--- config.mk ---
export PLATFORM = sky130hd
export DESIGN_NAME = load_store_unit_flat
export DESIGN_NICKNAME = d
export VERILOG_FILES = /design/src/rtl/load_store_unit_if.sv /design/src/rtl/load_store_unit.sv /design/src/flat_wrapper.sv
export SDC_FILE = /design/constraint.sdc
export NUM_CORES = 1
export LEC_CHECK = 0
export ABC_AREA = 1
export BUFFER_PORTS_ARGS = -buffer_cell sky130_fd_sc_hd__buf_4
export CAP_MARGIN = 25
export CORE_AREA = 2 2 118 109
export DETAILED_ROUTE_END_ITERATION = 16
export DIE_AREA = 0 0 120 111
export PLACE_DENSITY = 0.95
export SLEW_MARGIN = 15
export SYNTH_ARGS = -nofsm -noshare
export SYNTH_HDL_FRONTEND = slang
export SYNTH_SLANG_ARGS = --single-unit
--- constraint.sdc ---
create_clock -name clk -period 3.4 [get_ports clk]
set_input_delay 0.17 -clock clk [delete_from_list [all_inputs] [get_ports clk]]
set_output_delay 0.17 -clock clk [all_outputs]
set_load 0.01 [all_outputs]
--- src/rtl/load_store_unit_if.sv ---
// Load/store bus: execute-stage request/response plus the DataMemory port.
interface load_store_unit_if #(
  parameter int DM_ADDRESS = 9,
  parameter int DATA_W     = 32
);
  logic                  req_valid;
  logic                  req_ready;
  logic                  req_write;
  logic [2:0]            req_funct3;
  logic [31:0]           req_addr;
  logic [DATA_W-1:0]     req_wdata;
  logic                  resp_valid;
  logic [DATA_W-1:0]     resp_rdata;
  logic                  resp_misaligned;
  logic                  mem_read;
  logic                  mem_write;
  logic [DM_ADDRESS-1:0] mem_a;
  logic [DATA_W-1:0]     mem_wd;
  logic [DATA_W-1:0]     mem_rd;

  // Requester plus memory model side
  modport master (
    output req_valid, req_write, req_funct3, req_addr, req_wdata, mem_rd,
    input  req_ready, resp_valid, resp_rdata, resp_misaligned,
    input  mem_read, mem_write, mem_a, mem_wd
  );

  // Load/store unit side
  modport slave (
    input  req_valid, req_write, req_funct3, req_addr, req_wdata, mem_rd,
    output req_ready, resp_valid, resp_rdata, resp_misaligned,
    output mem_read, mem_write, mem_a, mem_wd
  );
endinterface

--- src/rtl/load_store_unit.sv ---
// Memory-stage load/store front end: byte-to-word addressing, read-modify-write
// for sub-word stores, load extraction with sign/zero extension, fault detection.
module load_store_unit #(
  parameter int DM_ADDRESS = 9,
  parameter int DATA_W     = 32
) (
  input logic             clk,
  input logic             rst_n,
  load_store_unit_if.slave bus
);

  typedef enum logic [1:0] {S_IDLE, S_RD, S_WR, S_RESP} state_e;

  state_e                state_q, state_d;
  logic                  wr_q;
  logic [2:0]            f3_q;
  logic [DM_ADDRESS+1:0] addr_q;
  logic [DATA_W-1:0]     wdata_q;
  logic [DATA_W-1:0]     rd_q;
  logic [DATA_W-1:0]     mem_wd_q;
  logic                  fault_q;

  logic                  req_fault;
  logic                  ready_c, rd_c, wr_c, rv_c;
  logic                  unused_addr_hi;

  // Upper byte-address bits are not decoded: addresses alias across memory.
  assign unused_addr_hi = ^bus.req_addr[31:DM_ADDRESS+2];

  function automatic logic is_fault(input logic wr, input logic [2:0] f3,
                                    input logic [1:0] a);
    logic f;
    f = 1'b0;
    case (f3)
      3'b000:  f = 1'b0;
      3'b001:  f = a[0];
      3'b010:  f = |a;
      3'b100:  f = wr;
      3'b101:  f = wr | a[0];
      default: f = 1'b1;
    endcase
    return f;
  endfunction

  function automatic logic [DATA_W-1:0] load_ext(input logic [DATA_W-1:0] w,
                                                 input logic [2:0] f3,
                                                 input logic [1:0] a);
    logic signed [7:0]  b;
    logic signed [15:0] h;
    logic [DATA_W-1:0]  r;
    b = w[{a, 3'b000} +: 8];
    h = a[1] ? w[31:16] : w[15:0];
    case (f3)
      3'b000:  r = {{(DATA_W-8){b[7]}}, b};
      3'b100:  r = {{(DATA_W-8){1'b0}}, b};
      3'b001:  r = {{(DATA_W-16){h[15]}}, h};
      3'b101:  r = {{(DATA_W-16){1'b0}}, h};
      default: r = w;
    endcase
    return r;
  endfunction

  function automatic logic [DATA_W-1:0] store_merge(input logic [DATA_W-1:0] old,
                                                    input logic [DATA_W-1:0] wd,
                                                    input logic [2:0] f3,
                                                    input logic [1:0] a);
    logic [DATA_W-1:0] r;
    r = old;
    case (f3)
      3'b000: r[{a, 3'b000} +: 8] = wd[7:0];
      3'b001: begin
        if (a[1]) r[31:16] = wd[15:0];
        else      r[15:0]  = wd[15:0];
      end
      default: r = wd;
    endcase
    return r;
  endfunction

  assign req_fault = is_fault(bus.req_write, bus.req_funct3, bus.req_addr[1:0]);

  // State register
  always_ff @(posedge clk) begin
    if (!rst_n) state_q <= S_IDLE;
    else        state_q <= state_d;
  end

  // Next-state logic: faults skip memory, SW skips the read, the rest read first
  always_comb begin
    state_d = state_q;
    case (state_q)
      S_IDLE: begin
        if (bus.req_valid) begin
          if (req_fault)                                       state_d = S_RESP;
          else if (!bus.req_write || bus.req_funct3 != 3'b010) state_d = S_RD;
          else                                                 state_d = S_WR;
        end
      end
      S_RD:    state_d = wr_q ? S_WR : S_RESP;
      S_WR:    state_d = S_RESP;
      S_RESP:  state_d = S_IDLE;
      default: state_d = S_IDLE;
    endcase
  end

  // State-decoded control outputs
  always_comb begin
    ready_c = 1'b0;
    rd_c    = 1'b0;
    wr_c    = 1'b0;
    rv_c    = 1'b0;
    case (state_q)
      S_IDLE:  ready_c = 1'b1;
      S_RD:    rd_c    = 1'b1;
      S_WR:    wr_c    = 1'b1;
      S_RESP:  rv_c    = 1'b1;
      default: ;
    endcase
  end

  // Request latch, read capture and store-data formation
  always_ff @(posedge clk) begin
    if (!rst_n) begin
      wr_q     <= 1'b0;
      f3_q     <= '0;
      addr_q   <= '0;
      wdata_q  <= '0;
      rd_q     <= '0;
      mem_wd_q <= '0;
      fault_q  <= 1'b0;
    end else begin
      case (state_q)
        S_IDLE: begin
          if (bus.req_valid) begin
            wr_q    <= bus.req_write;
            f3_q    <= bus.req_funct3;
            addr_q  <= bus.req_addr[DM_ADDRESS+1:0];
            wdata_q <= bus.req_wdata;
            fault_q <= req_fault;
            if (!req_fault && bus.req_write && bus.req_funct3 == 3'b010)
              mem_wd_q <= bus.req_wdata;
          end
        end
        S_RD: begin
          rd_q <= bus.mem_rd;
          if (wr_q) mem_wd_q <= store_merge(bus.mem_rd, wdata_q, f3_q, addr_q[1:0]);
        end
        default: ;
      endcase
    end
  end

  // Control strobes are forced low while reset is held so no write can land
  assign bus.req_ready       = rst_n & ready_c;
  assign bus.mem_read        = rst_n & rd_c;
  assign bus.mem_write       = rst_n & wr_c;
  assign bus.resp_valid      = rst_n & rv_c;
  assign bus.resp_misaligned = bus.resp_valid & fault_q;
  assign bus.resp_rdata      = (bus.resp_valid && !wr_q && !fault_q)
                               ? load_ext(rd_q, f3_q, addr_q[1:0]) : '0;
  assign bus.mem_a           = addr_q[DM_ADDRESS+1:2];
  assign bus.mem_wd          = mem_wd_q;

endmodule

--- src/flat_wrapper.sv ---
// flat-port wrapper written by rule: the top's interface ports become plain ports
module load_store_unit_flat 
#(
  parameter int DM_ADDRESS = 9,
  parameter int DATA_W     = 32
)
  (clk, rst_n, bus_req_valid, bus_req_write, bus_req_funct3, bus_req_addr, bus_req_wdata, bus_mem_rd, bus_req_ready, bus_resp_valid, bus_resp_rdata, bus_resp_misaligned, bus_mem_read, bus_mem_write, bus_mem_a, bus_mem_wd);
  load_store_unit_if #(.DM_ADDRESS(DM_ADDRESS), .DATA_W(DATA_W)) bus_i ();
  input logic clk;
  input logic rst_n;
  input wire logic [$bits(bus_i.req_valid)-1:0] bus_req_valid;
  input wire logic [$bits(bus_i.req_write)-1:0] bus_req_write;
  input wire logic [$bits(bus_i.req_funct3)-1:0] bus_req_funct3;
  input wire logic [$bits(bus_i.req_addr)-1:0] bus_req_addr;
  input wire logic [$bits(bus_i.req_wdata)-1:0] bus_req_wdata;
  input wire logic [$bits(bus_i.mem_rd)-1:0] bus_mem_rd;
  output wire logic [$bits(bus_i.req_ready)-1:0] bus_req_ready;
  output wire logic [$bits(bus_i.resp_valid)-1:0] bus_resp_valid;
  output wire logic [$bits(bus_i.resp_rdata)-1:0] bus_resp_rdata;
  output wire logic [$bits(bus_i.resp_misaligned)-1:0] bus_resp_misaligned;
  output wire logic [$bits(bus_i.mem_read)-1:0] bus_mem_read;
  output wire logic [$bits(bus_i.mem_write)-1:0] bus_mem_write;
  output wire logic [$bits(bus_i.mem_a)-1:0] bus_mem_a;
  output wire logic [$bits(bus_i.mem_wd)-1:0] bus_mem_wd;
  assign bus_i.req_valid = bus_req_valid;
  assign bus_i.req_write = bus_req_write;
  assign bus_i.req_funct3 = bus_req_funct3;
  assign bus_i.req_addr = bus_req_addr;
  assign bus_i.req_wdata = bus_req_wdata;
  assign bus_i.mem_rd = bus_mem_rd;
  assign bus_req_ready = bus_i.req_ready;
  assign bus_resp_valid = bus_i.resp_valid;
  assign bus_resp_rdata = bus_i.resp_rdata;
  assign bus_resp_misaligned = bus_i.resp_misaligned;
  assign bus_mem_read = bus_i.mem_read;
  assign bus_mem_write = bus_i.mem_write;
  assign bus_mem_a = bus_i.mem_a;
  assign bus_mem_wd = bus_i.mem_wd;
  load_store_unit #(.DM_ADDRESS(DM_ADDRESS), .DATA_W(DATA_W)) u_core (.clk(clk), .rst_n(rst_n), .bus(bus_i));
endmodule
### Word level (Yosys, flattened, before mapping)

Cells that the tools add are included.

* bits in registers: 114

* add/subtract/negate cells: 1
* equality and inequality tests: 14
* shifts and indexed selects: 3
* multiplexer cells: 21
* bitwise operators: 6
* reductions and logical operators: 16

Operator list (number)
* $mux W32: 4
* $pmux W32 S2: 2
* $pmux W32 S4: 1
* $mux W16: 3
* $bwmux W32: 1
* $shift A8 B7 Y32 const A: 1
* $shiftx A32 B6 Y8: 1
* $shiftx A8 B7 Y32: 1
* $eq A3 B3 Y1 const B: 4
* $pmux W2 S4: 1
* $neg A5 Y7: 1
* $eq A3 B1 Y1 const B: 2
* $logic_not A3 Y1: 2
* $mux W2: 3
* $and A1 B1 Y1: 5
* $mux W1: 5
* $pmux W1 S5: 1
* $eq A2 B2 Y1 const B: 2
* $logic_and A1 B1 Y1: 4
* $logic_not A1 Y1: 4
* $ne A2 B1 Y1 const B: 2
* $reduce_and A4 Y1: 1
* $eq A3 B2 Y1 const B: 1
* $ne A3 B2 Y1 const B: 1
* 8 further kinds: 8

### Longest topological paths before layout

* depth in word-level cells: 8
* gate-level depth with buffers: 13
* depth with buffers taken out: 11

### Worst setup path before layout

No wires, ideal clock.

* path kind: register -> register
* start point: register u_core.addr_q[1]
* end point: register u_core.mem_wd_q[18], in the netlist u_core.bus.mem_wd[18]
* library setup time: 0.070 ns
* arrival time: 1.884 ns
* required time: 3.330 ns
* path slack: 1.447 ns
* stages on the path, launching flop included: 11
* buffers on the path: 2
* clock period less this slack: 1.953 ns
* cell sequence: dfxtp_1 -> inv_1 -> buf_2 -> buf_2 -> ha_1 -> nand2_1 -> nor2_1 -> nand3_1 -> nand2_1 -> o21ai_0 -> a21oi_1

* word-level cells in the longest chain between the ends: 6
* elaborated cells on any way between the ends: 8
* those cells by class: add/sub: 1; shift: 2; mux: 5

RTL lines
* from (decl): RTL line load_store_unit.sv:17 `logic [DM_ADDRESS+1:0] addr_q;`
* from (signal assigned): RTL line load_store_unit.sv:137 `addr_q <= bus.req_addr[DM_ADDRESS+1:0];`
* $neg A5 Y7: RTL line load_store_unit.sv:70 `3'b000: r[{a, 3'b000} +: 8] = wd[7:0];`
* $shiftx A8 B7 Y32 / $shift A8 B7 Y32 (equally long branches): RTL line load_store_unit.sv:70
* $bwmux W32: RTL line load_store_unit.sv:70
* $pmux W32 S2 *: RTL line load_store_unit.sv:69 `case (f3)`
* $mux W32 *: RTL line load_store_unit.sv:146 `if (wr_q) mem_wd_q <= store_merge(bus.mem_rd, wdata_q, f3_q, addr_q[1:0]);`
* $pmux W32 S2 *: RTL line load_store_unit.sv:132 `case (state_q)`
* to (signal assigned): RTL line load_store_unit.sv:141 `mem_wd_q <= bus.req_wdata;`
* to (signal assigned): RTL line load_store_unit.sv:146
* to (decl): RTL line load_store_unit.sv:20 `logic [DATA_W-1:0] mem_wd_q;`

Every way passes the cells marked *; elsewhere a longest branch is shown, timed or not. The select of a mux whose other input is x is not followed.
A chain may end at the register's enable or synchronous reset.

### Worst setup path in the final report

* start point: register u_core.f3_q[1]
* end point: output port bus_resp_rdata[25]

* word-level cells in the longest chain between the ends: 3
* elaborated cells on any way between the ends: 6
* those cells by class: eq/ne: 3; mux: 2; reduce/logical: 1

RTL lines
* from (decl): RTL line load_store_unit.sv:16 `logic [2:0] f3_q;`
* from (signal assigned): RTL line load_store_unit.sv:136 `f3_q <= bus.req_funct3;`
* $eq A3 B3 Y1, or another cell as far along: RTL line load_store_unit.sv:53 `case (f3)`
* $pmux W32 S4 *: RTL line load_store_unit.sv:53
* $mux W32 *: RTL line load_store_unit.sv:160 `? load_ext(rd_q, f3_q, addr_q[1:0]) : '0;`
* to (decl): RTL line flat_wrapper.sv:19 `output wire logic [$bits(bus_i.resp_rdata)-1:0] bus_resp_rdata;`

Every way passes the cells marked *; elsewhere a longest branch is shown, timed or not.

==> flow_metrics.tcl <==
set metrics [dict create \
    rsz0062_at_grt "no" \
    post-route-cell-area_um2 8580 \
    tritoncts_num_sinks 114 \
    detailedRoute.firstPassIterationCount 6 \
    worst-slew-pin-transition_ps 845 \
    portion_of_netlist_area_occupied_by_mux_cells_pct 0 \
    synth-edff-count 0 \
    fin_skew_ps 6.89 \
    yosys_register_bits 114 \
    post-dp-hpwl_um 15100 \
    fmax_ghz 0.371 \
    die_width_um 120 \
    design.final.nets 1340 \
    timing.critical_path.arrival_ps 2530 \
    worst_vdd_drop_mv 0.468 \
    synthesis.nets 1228 \
    synthSimpleGateAreaFrac_pct 30.3 \
    synthDominantCellAreaShare_pct 33.1 \
    timing.critical_path.required_ps 3230 \
    totalNegativeSetupSlack_ps 0 \
    ios 181 \
    finalWeightedCongestion 0.936 \
    cap_violations 0 \
    p_per_area_nw_per_um2 650 \
    cts.path.max_buffers 2 \
    dr_total_vias 7811 \
    hold_buffers 0 \
    status "finished clean" \
    yosys.area_share.xor_xnor_pct 0 \
    element_type_at_the_critical_path_end "primary output" \
    finalSetupViolations 0 \
    synth.yosys.seq_area_share_pct 33.1 \
    timing.final.crit_share_pct 79.4 \
    area_growth_syn_to_layout_pct 24.7 \
    ys_top_cells_by_count "sky130_fd_sc_hd__nand2_1, sky130_fd_sc_hd__nor2_1, sky130_fd_sc_hd__o21ai_0" \
    num-fill-cells 1025 \
    antenna_left 0 \
    routedWlPerCell_um 15.6 \
    timing.critical_path.from_type "flip-flop" \
    power_leakage_nw 4.31 \
    synth_instances 1116 \
    synthDominantAreaCellType "sky130_fd_sc_hd__dfxtp_1" \
    syn_area_cell_um2 6.17 \
    synth_compound_gate_area_share_pct 21.6 \
    cts_root_buffer_type "sky130_fd_sc_hd__clkbuf_16" \
    drc_violation_count_after_routing 0 \
    finalCoreUtilization_pct 70.1 \
    dieHeight_um 111 \
    cp_cell_sequence "inv_4 -> nand2_2 -> nor2_4 -> nand2_1 -> nand3_2 -> nand2_2 -> nor2_1 -> buf_4" \
    ys_dominant_reg_cell "sky130_fd_sc_hd__dfxtp_1" \
    synth-async-reset-ratio_pct 0 \
    via_count_of_the_first_global_routing_pass 7180 \
    critPathMaxFanout 36 \
    synth_top_family_by_area "simple AND/OR/NAND/NOR gates" \
    timing.slew.headroom_pct 43.7 \
    critical_path.max_stage_delay_ps 470 \
    std_cell_rows 39 \
    worst-setup-path-type "flip-flop to primary output" \
    detail_route.vias_per_cell 5.56 \
    yosysUniqueCellTypes 38 \
    hold_wc_path_type "input port to flip-flop" \
    postPlaceCellArea_um2 7960 \
    clk-insertion-delay-late_ps 420 \
    tritoncts "built" \
    grt_start_max_net_pins 91 \
    critical-path-slowest-cell "sky130_fd_sc_hd__dfxtp_1" \
    fin_crit_ps 2700 \
    final_layout_size_suffix_gt1_share_pct 18.8 \
    global_route.overflow_total 0 \
    clock_pin_slew_on_the_worst_setup_and_hold_paths_ps 50 \
    leading_cell_type_by_number_of_instances_after_synthesis "sky130_fd_sc_hd__nand2_1" \
    wirelength_um 21900 \
    dr.first_iter.drc_count 897 \
    start_util_pct 56.2 \
    synth.yosys.warnings 0 \
    h_tree_level_count 4 \
    report.final.hold_viol_count 0 \
    netlist_top_cells_area "sky130_fd_sc_hd__dfxtp_1, sky130_fd_sc_hd__nand2_1, sky130_fd_sc_hd__o21ai_0" \
    crit_family "simple AND/OR/NAND/NOR gates" \
    antenna_found_initial 0 \
    drv_slew 0 \
    port_buffers 159 \
    globalRouteTotalUtil_pct 32.6 \
    inserted_clock_buffers 17 \
    placeableCoreArea_um2 12200 \
    antenna-diode-count 0 \
    cts_repair_resize_count 0 \
    cpMostUsedCell "sky130_fd_sc_hd__nand2_2" \
    timing.critical_path.buf_inv 2 \
    cts_setup_buffers 0 \
    syn-cell-area_um2 6890 \
    synthAdderAreaFrac_pct 1.64 \
    first_pass_grt_wire_length_um 34800 \
    floorplan.die_area_um2 13300 \
]
area by class of cell:
class / instances / area (um2) / share of cell area (%)
Clock buffer: 24 / 502 / 5.84
Multi-Input combinational cell: 791 / 3690 / 43.0
Inverter: 135 / 512 / 5.96
Timing Repair Buffer: 169 / 1270 / 14.8
Sequential cell: 114 / 2280 / 26.6
Tap cell: 164 / 205 / 2.39
Clock inverter: 8 / 124 / 1.44
worst register-to-register path: stages (launching register included):
cell and delay, ps:
sky130_fd_sc_hd__dfxtp_1 300, sky130_fd_sc_hd__buf_4 190, sky130_fd_sc_hd__clkinv_1 320, sky130_fd_sc_hd__ha_1 540
sky130_fd_sc_hd__nand2_1 170, sky130_fd_sc_hd__nor2_1 340, sky130_fd_sc_hd__nand3_1 160, sky130_fd_sc_hd__nand2_1 120
sky130_fd_sc_hd__o21ai_0 160, sky130_fd_sc_hd__a21oi_1 160
where the power goes:
group          switching (W)  internal (W)
Combinational        0.00124      0.000661
Clock               0.000644       0.00125
Sequential          0.000193       0.00159
per-layer routing:
layer | global-route usage [%] | share of wire, % | up-vias
met2 | 53.3 | 48 | 442
met5 | 0 | 0 | -
li1 | - | - | 3788
met3 | 7.72 | 9.2 | 72
met4 | 14.1 | 3.3 | 0
met1 | 40.9 | 40 | 3509
cells by family (layout without fill, tap and decap cells):
family	after synthesis	in the layout
fa+ha+maj	9	9
buf+inv	211	336
flops	114	114
compound gates	280	280
simple gates	502	502
path summary, 6_finish.rpt:
path / cells past startpoint / slack, ps / startpoint / to
min: 3 / 3 / bus_req_addr[7] / u_core.addr_q[7]
min reg2reg: 2 / 460 / u_core.bus.mem_wd[26] / u_core.bus.mem_wd[26]
max reg2reg: 9 / 870 / u_core.addr_q[0] / u_core.bus.mem_wd[18]
max: 8 / 700 / u_core.f3_q[1] / bus_resp_rdata[25]
layout by cell type (no fill, tap or decap), types with 3 or more instances in the layout:
cell,count
sky130_fd_sc_hd__nand3_1,66
sky130_fd_sc_hd__ha_1,8
sky130_fd_sc_hd__o211ai_1,8
sky130_fd_sc_hd__nor2_1,153
sky130_fd_sc_hd__bufinv_16,3
sky130_fd_sc_hd__a221oi_1,3
sky130_fd_sc_hd__a21oi_2,6
sky130_fd_sc_hd__o21ai_0,132
sky130_fd_sc_hd__o21ai_1,4
sky130_fd_sc_hd__nand4_1,7
sky130_fd_sc_hd__inv_2,3
sky130_fd_sc_hd__nand2_1,251
sky130_fd_sc_hd__nand2_2,3
sky130_fd_sc_hd__or2_2,11
sky130_fd_sc_hd__clkbuf_16,17
sky130_fd_sc_hd__buf_4,169
sky130_fd_sc_hd__dfxtp_1,114
sky130_fd_sc_hd__clkbuf_8,5
sky130_fd_sc_hd__a21oi_1,118
sky130_fd_sc_hd__inv_1,129
registers in the layout, indices dropped and copies added (netlist names):
register           flops
u_core.addr_q         11
u_core.bus.mem_wd     32
u_core.f3_q            3
u_core.fault_q         1
u_core.rd_q           32
u_core.state_q         2
u_core.wdata_q        32
u_core.wr_q            1
metrics by stage:
stage / hold WS (ps) / std cells / total power, W / setup slack [ps]
floorplan: 305 / 1116 / 0.00310 / 1450
global placement: 415 / 1373 / 0.00358 / 1050
detailed placement: 430 / 1373 / 0.00364 / 1030
CTS: 0.694 / 1405 / 0.00554 / 745
global route: 14.1 / 1405 / 0.00587 / 519
finish: 2.75 / 1405 / 0.00558 / 701
Note: power is estimated with default switching activity, not from simulation.
